<file path="config.mk">
export PLATFORM = sky130hd
export DESIGN_NAME = uart_tx
export DESIGN_NICKNAME = d
export VERILOG_FILES = /design/src/rtl/uart_tx.sv
export SDC_FILE = /design/constraint.sdc
export NUM_CORES = 1
export LEC_CHECK = 0
export ABC_AREA = 1
export CAP_MARGIN = 15
export CORE_MARGIN = 1
export CORE_UTILIZATION = 40
export DETAILED_ROUTE_END_ITERATION = 16
export SLEW_MARGIN = 20
export SYNTH_ARGS = -nofsm -noshare
export SYNTH_HDL_FRONTEND = slang
export SYNTH_SLANG_ARGS = --single-unit
</file>
<file path="constraint.sdc">
create_clock -name clk -period 5.99 [get_ports clk]
set_clock_uncertainty 0.15 [all_clocks]
set_input_delay 0.599 -clock clk [delete_from_list [all_inputs] [get_ports clk]]
set_output_delay 0.599 -clock clk [all_outputs]
set_load 0.05 [all_outputs]
</file>
<file path="src/rtl/uart_tx.sv">
// UART transmitter: start bit, DATA_BITS data bits LSB-first, one or two stop bits.
// The bit period comes from a run-time divisor that is latched when a byte is accepted.
module uart_tx #(
  parameter int DATA_BITS = 8,
  parameter int BAUD_W    = 20
) (
  input  logic                 clk,
  input  logic                 rst,
  input  logic                 sel,
  input  logic [BAUD_W-1:0]    baud,
  input  logic                 tx_en,
  input  logic                 tx_valid,
  input  logic [DATA_BITS-1:0] tx_data,
  output logic                 tx_ready,
  output logic                 tx_out,
  output logic                 tx_busy,
  output logic                 tx_done,
  output logic [3:0]           bit_cnt_out
);

  typedef enum logic [1:0] {IDLE, START, DATA, STOP} state_t;

  localparam logic [BAUD_W-1:0] ONE        = BAUD_W'(1);
  localparam logic [3:0]        LAST_DATA  = 4'(DATA_BITS);
  localparam logic [3:0]        FIRST_STOP = 4'(DATA_BITS + 1);

  state_t                 state_q, state_d;
  logic [BAUD_W-1:0]      cnt_q, cnt_d;
  logic [BAUD_W-1:0]      div_q, div_d;
  logic                   sel_q, sel_d;
  logic [DATA_BITS-1:0]   shift_q, shift_d;
  logic [3:0]             bit_q, bit_d;
  logic                   out_q, out_d;
  logic                   busy_q, busy_d;
  logic                   done_q, done_d;
  logic                   bit_end;

  assign tx_ready    = (state_q == IDLE) && tx_en && rst;
  assign bit_end     = (cnt_q == div_q - ONE);
  assign tx_out      = out_q;
  assign tx_busy     = busy_q;
  assign tx_done     = done_q;
  assign bit_cnt_out = bit_q;

  always_comb begin
    state_d = state_q;
    cnt_d   = cnt_q;
    div_d   = div_q;
    sel_d   = sel_q;
    shift_d = shift_q;
    bit_d   = bit_q;

    if (state_q != IDLE) begin
      cnt_d = bit_end ? '0 : cnt_q + ONE;
    end

    case (state_q)
      IDLE: begin
        if (tx_valid && tx_ready) begin
          state_d = START;
          cnt_d   = '0;
          // Divisors of 0 and 1 both mean one clock per bit.
          div_d   = (baud > ONE) ? baud : ONE;
          sel_d   = sel;
          shift_d = tx_data;
          bit_d   = 4'd0;
        end
      end
      START: begin
        if (bit_end) begin
          state_d = DATA;
          bit_d   = 4'd1;
        end
      end
      DATA: begin
        if (bit_end) begin
          if (bit_q == LAST_DATA) begin
            state_d = STOP;
            bit_d   = FIRST_STOP;
          end else begin
            bit_d   = bit_q + 4'd1;
            shift_d = shift_q >> 1;
          end
        end
      end
      STOP: begin
        if (bit_end) begin
          if (sel_q && (bit_q == FIRST_STOP)) begin
            bit_d = bit_q + 4'd1;
          end else begin
            state_d = IDLE;
            bit_d   = 4'd0;
          end
        end
      end
      default: begin
        state_d = IDLE;
        bit_d   = 4'd0;
      end
    endcase

    // Outputs are registered from next-state so the line changes on the accept edge.
    case (state_d)
      START:   out_d = 1'b0;
      DATA:    out_d = shift_d[0];
      default: out_d = 1'b1;
    endcase
    busy_d = (state_d != IDLE);
    done_d = (state_q == STOP) && (state_d == IDLE);
  end

  always_ff @(posedge clk or negedge rst) begin
    if (!rst) begin
      state_q <= IDLE;
      cnt_q   <= '0;
      div_q   <= '0;
      sel_q   <= 1'b0;
      shift_q <= '0;
      bit_q   <= 4'd0;
      out_q   <= 1'b1;
      busy_q  <= 1'b0;
      done_q  <= 1'b0;
    end else begin
      state_q <= state_d;
      cnt_q   <= cnt_d;
      div_q   <= div_d;
      sel_q   <= sel_d;
      shift_q <= shift_d;
      bit_q   <= bit_d;
      out_q   <= out_d;
      busy_q  <= busy_d;
      done_q  <= done_d;
    end
  end

endmodule

</file>
# After elaboration in Yosys (flattened, before gate mapping)
# Cells that the tools add are included.
[word_totals]
output_inout_bits = 8
ff_bits = 58
word_cells = 64
in_bits = 33
[classes]
n_lt_le_gt_ge = 1
mux = 24
n_addsub = 3
eq_ne = 13
reduce_logical = 13
[ops]
columns = ["operator", "n"]
rows = [
  ["$mux W20", 5],
  ["$mux W4", 6],
  ["$mux W8", 3],
  ["$add A20 B1 Y20 const B", 1],
  ["$eq A20 B20 Y1", 1],
  ["$gt A20 B1 Y1 const B", 1],
  ["$sub A20 B1 Y20 const B", 1],
  ["$pmux W4 S4", 1],
  ["$pmux W8 S2", 1],
  ["$mux W2", 6],
  ["$eq A4 B4 Y1 const B", 2],
  ["$ne A2 B2 Y1 const B", 4],
  ["$pmux W2 S4", 1],
  ["$reduce_and A4 Y1", 2],
  ["$eq A2 B2 Y1 const B", 3],
  ["$reduce_bool A2 Y1", 3],
  ["$logic_and A1 B1 Y1", 5],
  ["$add A4 B1 Y4 const B", 1],
  ["$eq A2 B1 Y1 const B", 2],
  ["$logic_not A2 Y1", 2],
  ["$ne A2 B1 Y1 const B", 1],
  ["$pmux W1 S2", 1],
  ["$reduce_and A2 Y1", 1],
]

# Logic depth before layout (Yosys ltp)
# Gate-level depths: netlist of the first run.
[logic_depth]
word_depth = 8
mapped_depth = 19
depth_no_buf = 19

# Worst setup path before layout of the first run
# Ideal clock, no wire load.
[synth_timing]
path_kind = "register -> register"
from = "register state_q[1]"
to = "register shift_q[4]"
period_less_slack_ns = 2.727
setup_time_ns = 0.121
t_required_ns = 5.719
stages_incl_launch_ff = 11
arrival_ns = 2.456
n_path_buf = 0
setup_slack_ns = 3.263
path_cell_list = "dfrtp_1 nor2_1 inv_1 nor2_1 nand2_2 inv_1 nor2_1 inv_1 nand3_1 nand2_1 nand2_1"
[synth_between]
elab_chain_cells = 6
elab_cells_between_ends = 11
cone_classes = "eq/ne: 4; mux: 1; reduce/logical: 6"
[synth_rtl]
columns = ["element", "line_no", "text"]
rows = [
  ["from (decl)", "27", "state_t state_q, state_d;"],
  ["from (signal assigned)", "124", "state_q <= state_d;"],
  ["$logic_not A2 Y1", "38", "assign tx_ready = (state_q == IDLE) && tx_en && rst;"],
  ["$logic_and A1 B1 Y1 (2 in series)", "38", ""],
  ["named net tx_ready", "14", "output logic tx_ready,"],
  ["$logic_and A1 B1 Y1", "59", "if (tx_valid && tx_ready) begin"],
  ["$ne A2 B1 Y1 (no source line)", "--", ""],
  ["$reduce_and A4 Y1 (no source line)", "--", ""],
  ["to (signal assigned)", "128", "shift_q <= shift_d;"],
  ["to (decl)", "31", "logic [DATA_BITS-1:0] shift_q, shift_d;"],
]
# The timed path passes the listed nets, and every way through them passes these cells.
# A chain may end at the register's enable or synchronous reset.

# Worst setup path after layout of the first run
[layout_timing]
from = "register state_q[1]"
to = "register shift_q[6]"
[layout_between]
elab_chain_cells = 6
elab_cells_between_ends = 11
cone_classes = "eq/ne: 4; mux: 1; reduce/logical: 6"
[layout_rtl]
columns = ["element", "line_no"]
rows = [
  ["$logic_not A2 Y1", "38, 57"],
  ["$logic_and A1 B1 Y1 (2 in series)", "38"],
  ["$logic_and A1 B1 Y1", "59"],
  ["$ne A2 B1 Y1 (no source line)", "--"],
  ["$reduce_and A4 Y1 (no source line)", "--"],
]
# Several ways; a longest one is shown, not always the timed one.

==> summary.md, run 1 <==
| Metric | Value |
|---|---|
| GR Util met2 | `a little over a third` |
| Worst Path Arrival | `between 3 and 4 ns` |
| Fillers | `1034` |
| Grt total ovfl | `0` |
| Syn_nets | `650` |
| Ranking of synthesized cells by area | `dfrtp_1 35%, nand2_1 19%, inv_1 7.9%` |
| CP startpoint | `state_q[1]` |
| CP max FO | `29` |
| Share of the synthesized area in the top cell type | `35.15%` |
| GRT Total Usage | `between 20 and 25%` |
| Clock Tree Root | `clkbuf_8` |
| Final Net Count | `about 700` |
| Count leader, synth | `nand2_1` |
| Outcome | `finished, final reports clean` |
| Diodes inserted | `0` |
| Yosys cell types | `33` |
| Iter 0 DRT Violations | `between 200 and 250` |
| Initial Utilization | `approximately two fifths` |
| FF-to-FF path depth | `10` |
| Layer with the highest usage | `met2` |
| Worst R2R Start | `state_q[1]` |
| Post-synthesis async set-or-reset flop share | `100.0%` |
| Critical R2R Capture | `shift_q[6]` |
| Number of CTS-inserted buffers | `9` |
| Final core utilization | `48.82%` |
| Largest net degree at the start of global routing | `60` |
| Synthesized area | `4058 µm²` |
| Met3 Use GR | `under 10%` |
| Post-synthesis sequential area ratio | `between 30% and 40%` |
| Vias in the first global route | `3680` |
| Post-CTS Resized | `0` |
| Clk sink count | `58` |
| Site Rows | `36` |
| Global routing met1 resource utilization | `30.44%` |
| Dominant synthesized flop cell | `dfrtp_1` |
| Fraction of layout instances using a drive strength above 1 | `5.900%` |
| Post-route cell area | `4793 µm²` |
| # port buffers | `40` |
| PD cells | `around 230 nW/µm²` |
| EDFF count, synth | `0` |
| Hold_buf cts | `0` |
| Mapped Cells | `between 600 and 700` |
| Max-capacitance violation count | `0` |
| Die Width | `around 100 µm` |
| Number of warnings issued by yosys | `0` |
| RD Place Congestion | `a little under 0.9` |
| Initial antenna violation count | `0` |
| Reg2reg setup slack | `between 2 and 3 ns` |
| P_leak | `about 0.0024 µW` |
| Final setup TNS | `0 ns` |
| CP startpoint kind | `flip-flop` |
| H-tree level count | `3` |
| Area grow syn2layout | `18.13%` |
| I/O pin cnt | `around 40` |
| Setup Viol. Count Final | `0` |
| Max VDD drop | `between 0.1 and 0.15 mV` |
| Buffer count from post-CTS setup fixing | `0` |
| DP HPWL | `about 8.5 mm` |
| Post-synthesis register bit count | `58` |
| DR vias | `about 3900` |
| CTS tree | `yes` |
| Clock-pin slew on the worst setup and hold paths | `0.07 ns` |
| Via density | `a little under 5` |
| Die Area | `~11000 µm²` |
| Slew @ Worst Pin | `0.8221 ns` |
| Clock Latency Late Sink | `~0.35 ns` |
| Footprint of the multi-input gates | `about 2200 µm²` |
| Tcrit/Tclk final | `between 50% and 60%` |
| Register area | `approximately 1500 µm²` |
| Die H | `just over 100 µm` |
| Unrepaired setup endpoints after global routing | `no` |
| Placed cell area | `~4600 µm²` |
| DP Cell Count | `around 780` |
| Final wirelength | `between 10 and 15 mm` |
| Worst Setup EP | `shift_q[6]` |
| Max transition margin | `around 45%` |
| WL per Instance | `13.75 µm` |
| Pins Over Slew Limit | `0` |
| CP Class | `flip-flop to flip-flop` |
| WP data required | `a little over 6 ns` |
| CP Capture Type | `flip-flop` |
| Non-filler instance count after layout | `between 700 and 800` |
| Max Fclk | `~300 MHz` |
| Core area | `between 9000 and 10000 µm²` |
| Most instantiated cells after synthesis | `204 x nand2_1, 85 x inv_1, 82 x nor2_1, 57 x dfrtp_1, 52 x nand3_1` |
| Worst Hold Class | `primary input to async pin` |
| First-pass GRT wire length | `17.37 mm` |
| Cell taking the most area after synthesis | `dfrtp_1` |
| Syn_area_per_cell | `6.630 µm²` |
| Clk buf depth | `2` |
| Detailed Routing Iterations Pass 1 | `5` |
| Minimum clock period | `roughly 3.3 ns` |
| Final hold viol count | `0` |
| DRC errors left | `0` |
| Final ANT Viol Nets | `0` |
-- registers in the layout, summed over array words and instances, names as in the netlist --
name	flops
sel_q	1
tx_out	1
shift_q	8
bit_cnt_out	4
state_q	2
tx_done	1
tx_busy	1
div_q	20
cnt_q	20
-- power by group --
part / total, µW / switching (µW) / internal, µW
combinational: 217 / 135 / 82.1
sequential: 461 / 40.7 / 421
clock: 403 / 159 / 244
total: 1080 / 335 / 747
-- worst max-delay path: stages, from the launching register on --
cell	delay, ns
dfrtp_1	0.42
nor2_1	0.37
inv_1	0.28
nor2_1	0.21
nand2_2	0.34
inv_1	0.74
nor2_1	0.12
inv_1	0.12
nand3_1	0.23
nand2_1	0.13
nand2_1	0.06
-- cells in the final DEF (no fill, tap or decap), drive strengths merged --
cell             n
a22oi            4
bufinv           2
a22o             3
dfrtp           57
nor4             4
dfstp            1
xor2            17
o22ai            1
buf              2
nand4           10
clkinvlp         1
nand2          211
nor3b            1
a21oi            5
o211ai           1
a211oi           1
clkdlybuf4s50   39
inv             86
nand3b           3
clkbuf          11
clkinv           2
nand3           56
xnor2           11
nor3            10
ha               5
nor2            91
o21ai           26
-- cells by family after synthesis --
logic type | after synthesis | synth area share (%)
XOR/XNOR | 28 | 6.044
AO/OA/AOI/OAI | 41 | 5.736
buffers and inverters | 94 | 9.251
AND/OR/NAND/NOR | 386 | 41.63
adder cells (fa/ha/maj) | 5 | 1.542
flip-flops | 58 | 35.80
-- layout make-up --
cell class / instances / share of cell area, %
Inverter: 86 / 6.735
Clock inverter: 5 / 1.618
Multi-Input combinational cell: 460 / 46.52
Sequential cell: 58 / 30.31
Clock buffer: 11 / 2.950
Timing Repair Buffer: 41 / 8.405
Tap cell: 133 / 3.472
-- stage by stage --
| stage | hold slack [ns] | power, µW | setup slack [ns] |
|---|---|---|---|
| finish | 0.2422 | 1081 | 2.691 |
| global route | 0.2948 | 1143 | 2.260 |
| CTS | 0.2689 | 1088 | 2.676 |
| detailed placement | 0.3118 | 681.8 | 2.347 |
| global placement | 0.3179 | 678.4 | 2.438 |
| floorplan | 0.1534 | 598.3 | 3.263 |
-- per-layer routing --
metal | share of wire (%) | vias to the layer above
met2 | 46 | 110
met5 | 0 | -
met4 | 1.4 | 0
met3 | 4.8 | 15
met1 | 48 | 1818
li1 | - | 1994
-- how the worst min path moves through the flow --
stage                     from             end  slack [ns]  cells past startpoint
floorplan                  rst  bit_cnt_out[0]        0.15                      0
global placement    shift_q[2]      shift_q[2]        0.32                      2
detailed placement  shift_q[4]      shift_q[4]        0.31                      2
CTS                        rst        cnt_q[3]        0.27                      2
global route               rst      shift_q[5]        0.29                      2
finish                     rst      shift_q[5]        0.24                      2
Power figures use the tool's default switching activity.
==> run 2: changes to the inputs <==
Clock period 5.99 ns to 3.1 ns, I/O delays scaled along.
==> summary.md, run 2 (synthesis gave the netlist of run 1 again) <==
| Metric | Value |
|---|---|
| Outcome | `complete, but fails checks` |
| Violated checks | `hold timing` |
| Hold_buf cts | `0` |
| Final hold viol count | `21` |
| Post-route cell area | `between 4000 and 5000 µm²` |
| Worst Hold Class | `primary input to async pin` |
| Iter 0 DRT Violations | `148` |
| Initial Utilization | `41.32%` |
| Tcrit/Tclk final | `91.06%` |
| CP Class | `flip-flop to primary output` |
| Grt total ovfl | `0` |
| Setup Viol. Count Final | `0` |
| P_leak | `0.002415 µW` |
| Die H | `102.7 µm` |
| Leading cell type in the layout, fill and taps excluded | `nand2_1` |
| Slew @ Worst Pin | `0.7656 ns` |
| Die Area | `~11000 µm²` |
| Pins Over Slew Limit | `0` |
| H-tree level count | `3` |
| WP data required | `2.64 ns` |
| Worst Path Arrival | `approximately 2.4 ns` |
| Fraction of layout instances using a drive strength above 1 | `6.617%` |
| Cell mode on critical path | `nor2_1` |
| Final Net Count | `698` |
| Number of CTS-inserted buffers | `9` |
| Top Registers | `cnt_q (20), div_q (20), shift_q (8)` |
| Via density | `4.914` |
| Placed cell area | `4604 µm²` |
| First-pass GRT wire length | `18.34 mm` |
| Slowest cell delay on critical path | `around 0.83 ns` |
| CTS tree | `yes` |
| Minimum clock period | `2.823 ns` |
| Unrepaired setup endpoints after global routing | `no` |
| Max transition margin | `about half` |
| Detailed Routing Iterations Pass 1 | `5` |
| Initial antenna violation count | `0` |
| Final setup TNS | `0 ns` |
| I/O pin cnt | `41` |
| Clk buf depth | `2` |
| PD cells | `approximately 430 nW/µm²` |
| WL per Instance | `13.56 µm` |
| Clk sink count | `58` |
| Core area | `9819 µm²` |
| Area grow syn2layout | `18.93%` |
| Diodes inserted | `0` |
| Cells along the critical path | `nor2_1 > inv_1 > nor2_1 > clkdlybuf4s50_1` |
| DR vias | `roughly 3900` |
| Largest net degree at the start of global routing | `just under 60` |
| RD Place Congestion | `0.8680` |
| Site Rows | `36` |
| Final wirelength | `around 11 mm` |
| GRT Total Usage | `23.10%` |
| Clock Tree Root | `clkbuf_8` |
| Max VDD drop | `about 0.39 mV` |
| CP Capture Type | `primary output` |
| Max Fclk | `354.3 MHz` |
| DP HPWL | `8.401 mm` |
| Max-capacitance violation count | `0` |
| CP max FO | `6` |
| Vias in the first global route | `3884` |
| Clock-pin slew on the worst setup and hold paths | `0.07 ns` |
| # port buffers | `40` |
| Die Width | `102.7 µm` |
| Final ANT Viol Nets | `0` |
| Most frequent cells in the layout | `204 x nand2_1, 85 x inv_1, 82 x nor2_1` |
| Clock Latency Late Sink | `between 0.3 and 0.4 ns` |
| DRC errors left | `0` |
| Hold_ws | `-0.01904 ns` |
| CP startpoint kind | `flip-flop` |
| CP max-delay cell | `clkdlybuf4s50_1` |
run 2: cell count changes in the layout (fill, tap and decap cells not counted), sizes merged:
cell,previous run,this run
buf,2,6
run 2: through the flow:
stage	hold WS (ns)	power [µW]	setup slack (ns)	utilization (%)	cells
global placement	0.3142	1304	0.3335	46.89	782
detailed placement	0.3151	1310	0.2661	46.89	782
CTS	0.004056	2116	0.2155	49.12	798
floorplan	-0.1356	1156	0.3729	-	612
finish	-0.01904	2091	0.2772	49.15	798
global route	0.05960	2222	0.02910	49.15	798
run 2: power breakdown:
part           internal, µW  switching, µW  total, µW
clock network           472            321        793
logic                   159            252        411
registers               812           74.6        887
run 2: worst paths after layout:
kind / cells past startpoint / end / start / slack, ns
max: 4 / tx_ready / state_q[1] / 0.28
min: 2 / shift_q[3] / rst / -0.02
max reg2reg: 15 / bit_cnt_out[2] / div_q[0] / 0.34
min reg2reg: 2 / shift_q[1] / shift_q[1] / 0.33
max in group asynchronous: 2 / div_q[10] / rst / 2.31
min in group clk: 2 / shift_q[1] / shift_q[1] / 0.33
run 2: critical path, delay by kind of cell, from the launching register on:
kind,cells,cell delay (ns)
buffers and inverters,2,0.94
AND/OR/NAND/NOR,2,0.63
flip-flops,1,0.43
run 2: final cells by class:
type / count / area (µm²)
Fill cell: 1046 / 4994
Clock buffer: 11 / 141.4
Tap cell: 133 / 166.4
Inverter: 86 / 322.8
Sequential cell: 58 / 1453
Multi-Input combinational cell: 460 / 2232
Timing Repair Buffer: 45 / 432.9
Clock inverter: 5 / 77.57
run 2: what timing repair did:
action,CTS,global route
setup buffers,0,0
resized for setup,0,1
endpoints found under the setup margin,0,6
run 2: layer usage:
| layer | share of wire, % | global-route usage, % | vias up |
|---|---|---|---|
| met2 | 45 | 36.82 | 92 |
| li1 | - | - | 2019 |
| met4 | 2.2 | 8.462 | 0 |
| met5 | 0 | 0 | - |
| met1 | 48 | 30.39 | 1793 |
| met3 | 4.6 | 5.627 | 17 |
